[src/rtl/rr_mux_n.sv]
// rr_mux_n: N-input, WIDTH-bit registered multiplexer with per-channel
// valid/ready handshakes and round-robin or fixed-priority arbitration.
// The output is a single-entry pipeline register (EMPTY/FULL).
//
// Optional feature: define RR_MUX_N_LOCK_EN to add in_last/out_last and
// packet locking (the arbiter stays on a channel until its last beat).
//
// Handshake rule (all channels, both sides): a beat moves on a rising edge
// exactly when valid & ready are both high in the cycle before that edge;
// valid never depends on ready, while in_ready depends combinationally on
// out_ready.
module rr_mux_n #(
  parameter int  WIDTH = 64,
  parameter int  N     = 4,
  parameter real DELAY = 0.05
) (
  input  logic                 clk,
  input  logic                 reset_n,
  input  logic                 mode,
  input  logic [N*WIDTH-1:0]   in_data,
  input  logic [N-1:0]         in_valid,
  output logic [N-1:0]         in_ready,
`ifdef RR_MUX_N_LOCK_EN
  input  logic [N-1:0]         in_last,
  output logic                 out_last,
`endif
  output logic [WIDTH-1:0]     out_data,
  output logic [$clog2(N)-1:0] out_chan,
  output logic                 out_valid,
  input  logic                 out_ready
);

  localparam int CW = $clog2(N);

  // Elaboration-time parameter sanity; DELAY only models gate delay in
  // gate-level netlists, so the RTL just checks it is meaningful.
  if (N < 2 || N > 16) begin : g_bad_n
    $error("rr_mux_n: N must be in 2..16");
  end
  if (DELAY < 0.0) begin : g_bad_delay
    $error("rr_mux_n: DELAY must be non-negative");
  end

  typedef enum logic {
    EMPTY = 1'b0,
    FULL  = 1'b1
  } state_t;

  state_t           state;
  state_t           state_nxt;
  logic [CW-1:0]    ptr;
  logic [CW-1:0]    ptr_inc;
  logic [CW-1:0]    grant;
  logic             grant_valid;
  logic             can_load;
  logic             accept;
  logic [WIDTH-1:0] sel_data;

`ifdef RR_MUX_N_LOCK_EN
  logic             locked;
  logic [CW-1:0]    lock_chan;
`endif

  // Arbitration: fixed picks the lowest valid index, round-robin searches
  // upward from ptr with wrap; an active packet lock overrides both.
  always_comb begin
    int unsigned idx;
    grant       = '0;
    grant_valid = 1'b0;
    idx         = 0;
    if (mode) begin
      for (int i = 0; i < N; i++) begin
        if (!grant_valid && in_valid[i]) begin
          grant       = CW'(i);
          grant_valid = 1'b1;
        end
      end
    end else begin
      for (int i = 0; i < N; i++) begin
        idx = int'(ptr) + i;
        if (idx >= N) idx = idx - N;
        if (!grant_valid && in_valid[idx]) begin
          grant       = CW'(idx);
          grant_valid = 1'b1;
        end
      end
    end
`ifdef RR_MUX_N_LOCK_EN
    if (locked) begin
      grant       = lock_chan;
      grant_valid = in_valid[lock_chan];
    end
`endif
  end

  // Handshake qualification and the one-hot ready vector.
  always_comb begin
    can_load = (state == EMPTY) | out_ready;
    accept   = reset_n & can_load & grant_valid;
    in_ready = '0;
    if (accept) in_ready[grant] = 1'b1;
  end

  // Data select and next pointer (wraps at N-1 for non power-of-two N).
  always_comb begin
    sel_data = in_data[int'(grant)*WIDTH +: WIDTH];
    ptr_inc  = (grant == CW'(N - 1)) ? '0 : grant + CW'(1);
  end

  // Output register FSM next state: load wins over drain (no bubble).
  always_comb begin
    state_nxt = state;
    if (accept) begin
      state_nxt = FULL;
    end else if (state == FULL && out_ready) begin
      state_nxt = EMPTY;
    end
  end

  // Output register FSM state.
  always_ff @(posedge clk) begin
    if (!reset_n) state <= EMPTY;
    else          state <= state_nxt;
  end

  assign out_valid = (state == FULL);

  // Output data/channel register; holds its value when drained.
  always_ff @(posedge clk) begin
    if (!reset_n) begin
      out_data <= '0;
      out_chan <= '0;
    end else if (accept) begin
      out_data <= sel_data;
      out_chan <= grant;
    end
  end

`ifdef RR_MUX_N_LOCK_EN
  // Round-robin pointer: advances only when a packet completes.
  always_ff @(posedge clk) begin
    if (!reset_n)                             ptr <= '0;
    else if (accept && !mode && in_last[grant]) ptr <= ptr_inc;
  end

  // Packet lock and registered last flag.
  always_ff @(posedge clk) begin
    if (!reset_n) begin
      locked    <= 1'b0;
      lock_chan <= '0;
      out_last  <= 1'b0;
    end else if (accept) begin
      locked    <= ~in_last[grant];
      lock_chan <= grant;
      out_last  <= in_last[grant];
    end
  end
`else
  // Round-robin pointer: advances past each granted channel.
  always_ff @(posedge clk) begin
    if (!reset_n)             ptr <= '0;
    else if (accept && !mode) ptr <= ptr_inc;
  end
`endif

endmodule
[config.mk]
export PLATFORM = sky130hd
export DESIGN_NAME = rr_mux_n
export DESIGN_NICKNAME = d
export VERILOG_FILES = /design/src/rtl/rr_mux_n.sv
export SDC_FILE = /design/constraint.sdc
export NUM_CORES = 1
export LEC_CHECK = 0
export BUFFER_PORTS_ARGS = -buffer_cell sky130_fd_sc_hd__buf_2
export CAP_MARGIN = 20
export CORE_MARGIN = 2
export CORE_UTILIZATION = 25
export CTS_BUF_LIST = sky130_fd_sc_hd__clkbuf_8 sky130_fd_sc_hd__clkbuf_16
export DETAILED_ROUTE_END_ITERATION = 6
export PLACE_DENSITY_LB_ADDON = 0.1
export SLEW_MARGIN = 20
export SYNTH_ARGS = -nofsm -noshare
export SYNTH_HDL_FRONTEND = slang
export SYNTH_SLANG_ARGS = --single-unit
[constraint.sdc]
create_clock -name clk -period 2 [get_ports clk]
set_input_delay 0.3 -clock clk [delete_from_list [all_inputs] [get_ports clk]]
set_output_delay 0.3 -clock clk [all_outputs]
set_load 0.02 [all_outputs]
# Yosys cells after proc, flatten, opt, wreduce, memory -nomap -nowiden
# Index checks and enable logic that the tools add are counted.
[totals] ff_bits=69 mem_bits_rw=0 mem_count=0 latch_bits=0 out_inout_bits=71 wordCells=90 rom_bits=0
[op_classes] n_lt_le_gt_ge=10 mul=0 reduce_logical=17 addsub=8 n_mux=45 bitwise=4 eq_ne=1 shift=1 n_div=0
[ops] op="$mux W32" count=8
[ops] op="$shiftx A256 B9 Y64" count=1
[ops] op="$lt A32 B3 Y1 const B" count=4
[ops] op="$mux W1" count=23
[ops] op="$mux W2" count=8
[ops] op="$sub A3 B3 Y4 const B" count=3
[ops] op="$ge A3 B3 Y1 const B" count=3
[ops] op="$logic_and A1 B1 Y1" count=9
[ops] op="$bmux W1 S2" count=4
[ops] op="$logic_not A1 Y1" count=7
[ops] op="$add A2 B2 Y3 const B" count=2
[ops] op="$mux W4" count=1
[ops] op="$sub A2 B3 Y4 const B" count=1
[ops] op="$add A2 B1 Y3 const B" count=1
[ops] op="$ge A2 B3 Y1 const B" count=1
[ops] op="$lt A2 B3 Y1 const B" count=1
[ops] op="$add A2 B1 Y2 const B" count=1
[ops] op="$and A1 B1 Y1" count=2
[ops] op="$demux W1 S2" count=1
[ops] op="$eq A2 B2 Y1 const B" count=1
[ops] op="$ge A2 B1 Y1 const B" count=1
[ops] op="$reduce_bool A2 Y1" count=1
[ops] op="$not A1 Y1" count=1
[ops] op="$or A1 B1 Y1" count=1

# Logic depth before layout (Yosys ltp)
# Gate-level depths: netlist of run 1.
[logic_depth] depth_word=24 mapped_depth=10

# Worst setup path after synthesis of run 1
# OpenSTA, ideal clock, no wires.
[synth_timing] path_type="input to output" from="input in_valid[2]" to="output in_ready[0]" arrival_time_ns=1.861 required_ns=1.700 path_slack_ns=-0.161 path_stages=6 cell_sequence="or4_4 > o21ai_2 > o41a_4 > inv_4 > buf_2 > nor3_1"
[synth_via] elab_chain_len=21 elab_cells_between_ends=42 classes_between="order compare (2); mux (29); bitwise (1); reduce/logical (10)"
[synth_lines] element="start, declared" line="21" source="input logic [N-1:0] in_valid,"
[synth_lines] element="$bmux W1 S2" line="82" source="if (!grant_valid && in_valid[idx]) begin"
[synth_lines] element="$mux W1 (implied by the code)" line="82"
[synth_lines] element="$mux W1" line="82"
[synth_lines] element="$mux W1" line="71" source="if (mode) begin"
[synth_lines] element="$logic_not A1 Y1" line="82"
[synth_lines] element="$logic_and A1 B1 Y1" line="82"
[synth_lines] element="$mux W1" line="82"
[synth_lines] element="$mux W1" line="71"
[synth_lines] element="(+5 left out)"
[synth_lines] element="$logic_and A1 B1 Y1" line="82"
[synth_lines] element="$mux W2" line="82"
[synth_lines] element="$mux W2" line="71"
[synth_lines] element="$lt A2 B3 Y1 (implied by the code) / $ge A2 B1 Y1 (equally long branches)" line="101" source="if (accept) in_ready[grant] = 1'b1;"
[synth_lines] element="$logic_and A1 B1 Y1 (implied by the code)" line="101"
[synth_lines] element="$mux W1 (implied by the code)" line="101"
[synth_lines] element="$demux W1 S2" line="101"
[synth_lines] element="$mux W4 *" line="101"
[synth_lines] element="end, declared" line="22" source="output logic [N-1:0] in_ready,"
# Every way passes the cells marked *; elsewhere a longest branch is shown, timed or not. The select of a mux whose other input is x is not followed.

# Worst setup path after layout of run 1
[layout_timing] from="register ptr[1]" to="output in_ready[3]"
[layout_via] elab_chain_len=24 elab_cells_between_ends=53 classes_between="add/sub (7); order compare (6); mux (32); bitwise (1); reduce/logical (7)"
[layout_lines] element="start, declared" line="51" source="logic [CW-1:0] ptr;"
[layout_lines] element="start signal, assigned" line="162" source="else if (accept && !mode) ptr <= ptr_inc;"
[layout_lines] element="$sub A2 B3 Y4 / $ge A2 B3 Y1 (equally long branches)" line="81" source="if (idx >= N) idx = idx - N;"
[layout_lines] element="$mux W32" line="81"
[layout_lines] element="$mux W32" line="71"
[layout_lines] element="$bmux W1 S2" line="82"
[layout_lines] element="$mux W1 (implied by the code)" line="82"
[layout_lines] element="$mux W1" line="82"
[layout_lines] element="$mux W1" line="71"
[layout_lines] element="$logic_not A1 Y1" line="82"
[layout_lines] element="(+8 left out)"
[layout_lines] element="$logic_and A1 B1 Y1" line="82"
[layout_lines] element="$mux W2" line="82"
[layout_lines] element="$mux W2" line="71"
[layout_lines] element="$lt A2 B3 Y1 (implied by the code) / $ge A2 B1 Y1 (equally long branches)" line="101"
[layout_lines] element="$logic_and A1 B1 Y1 (implied by the code)" line="101"
[layout_lines] element="$mux W1 (implied by the code)" line="101"
[layout_lines] element="$demux W1 S2" line="101"
[layout_lines] element="$mux W4 *" line="101"
# Marked as above.

==> results of run 1 <==
## sequential cells by signal, indices dropped and copies added, names as in the netlist
name       count
out_data      64
out_chan       2
ptr            2
out_valid      1
## stage by stage
stage | hold WS, ps | std cells | setup TNS [ps] | util, %
after global placement | 455.5 | 1048 | -677.4 | 35.93
after global routing | 250.4 | 1068 | -678.4 | 38.44
after floorplan | 421.7 | 508 | -350.7 | -
after detailed placement | 454.7 | 1048 | -3016 | 35.93
final | 252.7 | 1068 | -435.9 | 38.44
after CTS | 235.8 | 1066 | -835.9 | 37.94
## placed cells by master (no fill, tap or decap), types with 5 or more instances in the layout
| master | count |
|---|---|
| buf_2 | 330 |
| a21oi_2 | 34 |
| clkbuf_16 | 10 |
| a22oi_2 | 30 |
| nand2_1 | 5 |
| nand2b_1 | 5 |
| buf_12 | 14 |
| buf_4 | 29 |
| a32oi_1 | 128 |
| buf_6 | 8 |
| dfxtp_1 | 67 |
| a22oi_1 | 34 |
| a21oi_1 | 96 |
## worst max-delay path, delay by kind of cell, from the launching register on
family          cells  cell delay [ps]
buf+inv             3              310
fa+ha+maj           1              110
simple gates        2              180
compound gates      2              550
flops               1              340
## final cells by class
class | instances | area share, %
well taps | 234 | 4.085
clock buffers | 12 | 3.719
flip-flops and latches | 69 | 19.31
clock inverters | 2 | 0.4714
repair buffers | 383 | 31.81
inverters | 4 | 0.2444
multi-input cells | 364 | 40.36
## kinds of logic (layout without fill, tap and decap cells)
group,Yosys count,in the layout
AO/OA/AOI/OAI,332,332
buffers and inverters,75,401
flip-flops,69,69
AND/OR/NAND/NOR,30,30
adder cells (fa/ha/maj),1,1
multiplexers,1,1
## power breakdown
part           internal [W]  switching (W)
clock network       0.00105       0.000615
registers           0.00164       0.000196
logic              0.000932        0.00126
total               0.00363        0.00207
## routing by layer
metal	global-route usage [%]	wire (microns)	vias to the layer above
li1	-	-	2792
met1	21.72	7859	2868
met2	34.75	10610	249
met3	4.151	1395	33
met4	8.211	541	0
met5	0	0	-
## worst max path at each step
stage	startpoint	end	slack, ps
global route	ptr[1]	in_ready[3]	-190
global placement	in_valid[2]	in_ready[3]	-70
finish	ptr[1]	in_ready[3]	-140
CTS	ptr[1]	in_ready[3]	-210
detailed placement	in_valid[2]	out_data[1]	-100
floorplan	in_valid[2]	in_ready[0]	-160
## repair_timing
item | CTS | global route
endpoints found under the setup margin | 6 | 68
pin swaps | 5 | 3
buffers inserted | 4 | 1
hold buffers | 0 | 0
gates resized for setup | 13 | 17
gates cloned | 0 | 1
endpoints found under the hold margin | 0 | 0
==> results.yml, run 1 <==
finish:
  layout.area.seq_sq_um: 1384
  drive_gt1_share_pct: 57.67
  n_antenna_cell: 0
  layout.nets: 1096
  synthToLayoutAreaGrowth_pct: 50.98
  fill_cells: 1974
  multi_input_area_sq_um: 2893
  design_area_sq_um: 7167
clocking:
  cts_buffers: 9
  root_buffer: "clkbuf_16"
  cts.sinks: 69
  cts.path.max_buffers: 2
  clk_pin_slew_ps: 60
  cts_tree: "yes"
  htree_num_levels: 3
  clock_latency_ps: 340
sta:
  rsz0062_at_grt: "yes"
  fin_crit_ps: 2139
  setup_viol: 4
  fin_crit_sh_pct: 107.0
  slew_violations: 0
  fin_ws_ps: -139.3
  skew_ps: 6.244
  slew_headroom_pct: 76.34
  hold_viol: 0
  tightest_slew_ps: 354.8
  clock.fmax_ghz: 0.4674
floorplanning:
  dieArea_sq_um: 20110
  die_y_microns: 141.8
  die_w_microns: 141.8
  rows: 50
  coreArea_sq_um: 18640
  start_util_pct: 25.46
  ios: 335
global_routing:
  track_usage_pct: 19.20
  grt_pass1_wl_microns: 30680
  grt_max_degree: 45
  grt_pass1_vias: 5915
  grt_overflow: 0
  antenna_found_initial: 0
synthesis:
  synthXorXnorAreaFrac_pct: 0
  yosys.cell_types.count: 36
  yosysMostFrequentCell: "a32oi_1"
  ys_ff_latch: 69
  synth_top_area_cell: "dfxtp_1"
  synthFlopType: "dfxtp_1"
  synth_nets: 773
  avgSynthCellArea_sq_um: 9.345
  ys_seq_area_share_pct: 29.10
  synth-compound-area-share_pct: 55.11
  synth_warnings: 0
  async_flop_share_pct: 0
  synth_fa_ha_area_share_pct: 0.2636
  synth_edf_count: 0
  synth_top_family_by_area: "compound AO/OA/AOI/OAI gates"
  synthMuxAreaShare_pct: 0.2109
  syn_inst: 508
  synthTopCellsByArea: "dfxtp_1 (29%), a32oi_1 (24%), a21oi_1 (11%)"
  syn_area_sq_um: 4747
  netlist_top_cells_count: "a32oi_1 (128), a21oi_1 (100), dfxtp_1 (69)"
  yosys.area.top_type_share_pct: 29.10
  synth-simple-area-share_pct: 3.875
outcome:
  status: "complete, but fails checks"
  failed_checks: "setup timing"
hold_path:
  holdPathStages: 3
  hold_end: "out_data[39]"
  hold_class: "input port to flip-flop"
  min_from: "in_data[167]"
setup_path:
  startpoint_type: "flip-flop"
  critPathCaptureType: "output pin"
  crit_chain: "buf_6, nand2_4, a21oi_2, o41a_4, inv_4, ha_4, and2_4, buf_6"
  worst_r2r_path_depth: 9
  required_ps: 1700
  cp_slowest_cell: "o41a_4"
  cp_max_fo: 4
  r2r_end: "out_data[17]"
  r2r_slack_ps: 60
  reg2reg_from: "ptr[1]"
  crit_arrival_ps: 1840
  crit_type: "flip-flop to output pin"
  worst_path_largest_cell_delay_ps: 490
  cp_common_cell: "buf_6"
detailed_routing:
  drtAntennaViolNets: 0
  drcViolationCount: 0
  drt_pre_antenna_iters: 4
  post_drt_wl_per_cell_microns: 19.11
  wl_microns: 20410
  drtIter0Drc: 251
  viasPerCell: 5.564
  vias: 5942
placed_design:
  placed_area_sq_um: 6699
  pre_cts_ws_ps: -104.6
  hpwl_microns: 15010
  place_congestion: 0.8250
  port-buffer-count: 334
power_and_ir_drop:
  peakVddDrop_mv: 0.3931
  power_leakage_nw: 3.132
  powerDensity_nw_per_um2: 794.5
  totalPowerFinal_w: 0.005694
flow_run:
  timing.max_cap.violations: 0
Note: power is estimated with default switching activity, not from simulation.
==> inputs of run 2 (changes only) <==
- CELL_PAD_IN_SITES_DETAIL_PLACEMENT: not set -> 1
- CELL_PAD_IN_SITES_GLOBAL_PLACEMENT: not set -> 2
- CORE_UTILIZATION: 25 -> 20
==> run 2 against run 1 <==
- the flow still finishes with violations (setup timing)
- global-route usage shrank 1.1 points
- register-to-register slack better by 20 ps
- cell count rose by 9.0%
- count of clock-buffer cells in the layout decreased by 1
- routed wire length up 21%
- clock power is 7% lower
- combinational power is 8% higher
- cell area up 4.0%
- clock skew is 1.0 ps higher
- sequential power about the same
==> results.yml, run 2 (synthesized netlist as in run 1, its figures left out) <==
finish:
  top_register: "out_data"
  drive_gt1_share_pct: 57.30
  reg_top3: "out_data x64, out_chan x2, ptr x2"
  synthToLayoutAreaGrowth_pct: 57.04
  postLayoutCoreUtil_pct: 31.85
  largest_reg_flops: 64
  final_common_cell: "buf_2"
  layout.nets: 1105
  layout_common_cells: "buf_2 (330), a32oi_1 (128), a21oi_1 (99), dfxtp_1 (67), a22oi_1 (34)"
  fill_cells: 2815
power_and_ir_drop:
  peakVddDrop_mv: 0.4395
  power_leakage_nw: 3.221
  powerDensity_nw_per_um2: 771.6
  totalPowerFinal_w: 0.005752
sta:
  setup_viol: 4
  fin_crit_ps: 2196
  slew_violations: 0
  slew_headroom_pct: 68.90
  skew_ps: 7.249
  clock.fmax_ghz: 0.4553
  tightest_slew_ps: 466.5
  fin_crit_sh_pct: 109.8
  rsz0062_at_grt: "yes"
  fin_ws_ps: -196.4
  hold_viol: 0
floorplanning:
  dieArea_sq_um: 24980
  die_y_microns: 158.1
  die_w_microns: 158.1
  coreArea_sq_um: 23400
  start_util_pct: 20.28
  ios: 335
  rows: 56
detailed_routing:
  drtAntennaViolNets: 0
  viasPerCell: 5.189
  post_drt_wl_per_cell_microns: 21.13
  drt_pre_antenna_iters: 4
  vias: 6040
  drtIter0Drc: 320
  drcViolationCount: 0
  wl_microns: 24590
clocking:
  htree_num_levels: 3
  cts_buffers: 9
  cts_hold_repair.buffers: 0
  cts.path.max_buffers: 2
  cts_tree: "yes"
  cts.sinks: 69
  root_buffer: "clkbuf_16"
  clk_pin_slew_ps: 60
  clock_latency_ps: 340
placed_design:
  port-buffer-count: 334
  place_congestion: 0.7778
  hpwl_microns: 17640
  pre_cts_ws_ps: -127.5
setup_path:
  path_buf_inv: 2
  critPathCaptureType: "output pin"
  cp_slowest_cell: "o41a_4"
  worst_path_largest_cell_delay_ps: 480
  crit_start: "ptr[1]"
  cp_max_fo: 5
  r2r_slack_ps: 80
  crit_arrival_ps: 1900
  crit_chain: "mux2i_1, nor2_1, o41a_4, inv_4, ha_4, and2_4, buf_6"
  startpoint_type: "flip-flop"
  path_delay_family: "compound AO/OA/AOI/OAI gates"
  required_ps: 1700
  reg2reg_from: "ptr[1]"
  crit_type: "flip-flop to output pin"
global_routing:
  grt_pass1_vias: 6412
  grt_max_degree: 45
  grt_pass1_wl_microns: 35020
  grt_overflow: 0
  track_usage_pct: 18.08
  antenna_found_initial: 3
outcome:
  status: "complete, but fails checks"
  failed_checks: "setup timing"
flow_run:
  timing.max_cap.violations: 0
hold_path:
  min_from: "in_data[158]"
  hold_class: "input port to flip-flop"
-- run 2: metrics by stage --
step	std cells	setup TNS [ps]	cell area (sq um)	hold slack, ps
6_report	1164	-666.2	7455	254.1
5_1_grt	1164	-1069	7455	242.9
4_1_cts	1152	-1003	7214	235.7
3_5_place_dp	1135	-3768	6883	461.8
3_3_place_gp	1135	-1503	6883	460.1
2_1_floorplan	508	-350.7	4753	421.7
-- run 2: path summary, 6_finish.rpt --
| path | endpoint | cells after the start |
|---|---|---|
| setup / recovery | in_ready[3] | 7 |
| hold / removal | out_data[30] | 3 |
| setup reg to reg | out_data[35] | 9 |
| hold reg to reg | out_chan[1] | 2 |
-- run 2: per-layer routing --
layer | global-route usage [%] | up-vias | share of wire, %
met3 | 4.380 | 19 | 6.5
met1 | 20.91 | 2998 | 40
met4 | 4.505 | 2 | 1.3
li1 | - | 2806 | -
met2 | 33.27 | 215 | 52
met5 | 0 | - | 0.053
-- run 2: cell type report --
type / count / area (sq um) / area share, %
multi-input combinational: 364 / 2878 / 38.60
inverter: 4 / 17.52 / 0.2350
tap: 319 / 399.1 / 5.354
clock buffer: 11 / 252.7 / 3.390
clock inverter: 3 / 13.76 / 0.1846
timing repair buffer: 392 / 2502 / 33.57
antenna: 2 / 5.005 / 0.06714
sequential: 69 / 1386 / 18.60
-- run 2: power by group --
group / leakage (nW) / total [W] / internal (W) / switching [W]
Combinational: 2.50 / 0.00237 / 0.00103 / 0.00134
Sequential: 0.580 / 0.00185 / 0.00164 / 0.000205
Clock: 0.138 / 0.00154 / 0.000886 / 0.000651
Total: 3.22 / 0.00575 / 0.00356 / 0.00219
-- run 2: what timing repair did --
| action | CTS | global route |
|---|---|---|
| endpoints found under the setup margin | 4 | 59 |
| pin swaps | 4 | 13 |
| gates cloned | 0 | 7 |
| setup buffers | 3 | 4 |
| gates resized for setup | 11 | 16 |
-- run 2: worst min-delay path: cells and delay by family --
family	cells	cell delay (ps)
buf+inv	1	80
compound gates	2	160
==> inputs of run 3 (changes only) <==
==> constraint.sdc (replaced) <==
create_clock -name clk -period 2 [get_ports clk]
set_input_delay 0.1 -clock clk [delete_from_list [all_inputs] [get_ports clk]]
set_output_delay 0.1 -clock clk [all_outputs]
set_load 0.02 [all_outputs]
==> run 3 against run 2 <==
- the run still ends with setup timing left
- via count increased by 1.9%
- routed wire length rose by 3.9%
- highest routed layer unchanged
- combinational power rose by 3%
- total power is 7.3% higher
- flip-flop and latch count is the same
==> results.yml, run 3 (synthesized netlist as in run 1, its figures left out) <==
outcome:
  status: "complete, but fails checks"
  failed_checks: "setup timing"
global_routing:
  track_usage_pct: 19.58
  grt_max_degree: 49
  grt_pass1_vias: 6688
  antenna_found_initial: 9
  grt_pass1_wl_microns: 37620
  grt_overflow: 0
sta:
  setup_viol: 14
  tns_ps: -391.2
  hold_viol: 0
  fin_ws_ps: -78.44
  tightest_slew_ps: 316.2
  fin_crit_ps: 2078
  skew_ps: 8.488
  slew_headroom_pct: 78.92
  rsz0062_at_grt: "yes"
  fin_crit_sh_pct: 103.9
  slew_violations: 0
  clock.fmax_ghz: 0.4811
power_and_ir_drop:
  power_leakage_nw: 3.302
  pwr-share-seq_pct: 29.9
  peakVddDrop_mv: 0.3892
  p_switching_w: 0.002289
  combPwrFrac_pct: 39.8
  p_sw_share_pct: 37.10
  powerDensity_nw_per_um2: 796.9
  p_int_w: 0.003881
  pwr-share-clk_pct: 30.3
setup_path:
  crit_arrival_ps: 1980
  r2r_slack_ps: -40
  critPathCaptureType: "output pin"
  cp_max_fo: 3
  required_ps: 1900
  worst_r2r_path_depth: 9
  r2r_end: "out_data[0]"
  crit_type: "flip-flop to output pin"
  startpoint_type: "flip-flop"
  reg2reg_from: "ptr[1]"
finish:
  layout_common_cells: "buf_2 (330), a32oi_1 (126), a21oi_1 (71), dfxtp_1 (68), a21oi_2 (59)"
  layout.nets: 1113
  final_common_cell: "buf_2"
  fill_cells: 2795
  multi_input_area_sq_um: 3000
  drive_gt1_share_pct: 61.55
  top_register: "out_data"
  synthToLayoutAreaGrowth_pct: 63.10
  design_area_sq_um: 7742
  reg_top3: "out_data x64, out_chan x2, ptr x2"
  postLayoutCoreUtil_pct: 33.08
  layout.area.seq_sq_um: 1383
  largest_reg_flops: 64
detailed_routing:
  drtIter0Drc: 370
  drtAntennaViolNets: 0
  vias: 6152
  drcViolationCount: 0
  post_drt_wl_per_cell_microns: 21.65
  viasPerCell: 5.214
  drt_pre_antenna_iters: 4
  wl_microns: 25550
placed_design:
  pre_cts_ws_ps: -173.1
  port-buffer-count: 334
  placed_area_sq_um: 6827
  place_congestion: 0.7985
  hpwl_microns: 18200
hold_path:
  hold_class: "input port to flip-flop"
  holdPathStages: 3
  hold_end: "out_data[33]"
  min_from: "in_data[161]"
floorplanning:
  coreArea_sq_um: 23400
  rows: 56
  dieArea_sq_um: 24980
  ios: 335
  start_util_pct: 20.28
  die_y_microns: 158.1
  die_w_microns: 158.1
clocking:
  cts.sinks: 69
  htree_num_levels: 3
  cts_hold_repair.buffers: 0
  cts_buffers: 9
  cts.path.max_buffers: 2
  clk_pin_slew_ps: 70
  cts_tree: "yes"
  clock_latency_ps: 340
  root_buffer: "clkbuf_16"
flow_run:
  timing.max_cap.violations: 0
-- run 3: cell count changes in the layout (fill, tap and decap cells not counted), moves of 3 or more --
cell,previous run,this run
a21oi_1,99,71
clkbuf_16,14,10
buf_12,22,18
buf_8,0,3
diode_2,2,8
buf_4,29,36
a21oi_2,31,59
buf_16,0,3
-- run 3: worst max path at each step --
| stage | endpoint | startpoint | cells after the start | slack (ps) |
|---|---|---|---|---|
| after floorplan | in_ready[0] | ptr[1] | 8 | 100 |
| after global placement | out_data[57] | in_valid[1] | 7 | -70 |
| after detailed placement | out_data[59] | in_valid[1] | 7 | -170 |
| after global routing | in_ready[3] | ptr[1] | 8 | -170 |
| final | in_ready[3] | ptr[1] | 8 | -80 |
| after CTS | in_ready[3] | ptr[1] | 8 | -160 |
-- run 3: timing repair --
action | CTS | global route
resized for setup | 41 | 26
endpoints found under the setup margin | 68 | 68
pin swaps | 8 | 5
setup buffers | 18 | 4
gates cloned | 4 | 1
-- run 3: layout make-up --
| cell class | instances | area share, % |
|---|---|---|
| well taps | 319 | 5.155 |
| inverters | 4 | 0.3555 |
| repair buffers | 400 | 33.31 |
| diodes | 8 | 0.2586 |
| clock inverters | 5 | 1.050 |
| multi-input cells | 364 | 38.75 |
| flip-flops and latches | 69 | 17.86 |
| clock buffers | 11 | 3.264 |
-- run 3: power by group through the flow --
stage                     Combinational [W]  Clock (W)  Sequential, W
after floorplan                     0.00101          0        0.00216
after global placement              0.00215          0        0.00185
after detailed placement            0.00221          0        0.00187
after CTS                           0.00242    0.00195        0.00185
after global routing                0.00264    0.00199        0.00188
final                               0.00245    0.00187        0.00185
-- run 3: routing by layer --
layer	global-route usage (%)	vias up	routed length, microns	share of wire (%)
met5	0	-	13	0.051
met4	7.079	2	479	1.9
met3	4.654	33	1693	6.6
met2	36.09	231	13480	53
met1	21.82	3053	9885	39
li1	-	2833	-	-
-- run 3: per-stage QoR --
step,std cells,power (W),hold slack [ps]
6_report,1180,0.006170,48.11
5_1_grt,1178,0.006515,38.79
4_1_cts,1167,0.006217,29.31
3_5_place_dp,1130,0.004078,400.3
3_3_place_gp,1130,0.003997,394.8
2_1_floorplan,508,0.003171,221.7
-- run 3: worst max-delay path, cell delays in order, from the launching register on --
cell	delay, ps
dfxtp_2	340
buf_6	100
mux2i_1	170
nor2_1	80
o41a_4	510
inv_12	90
ha_4	110
and2_4	130
buf_6	110
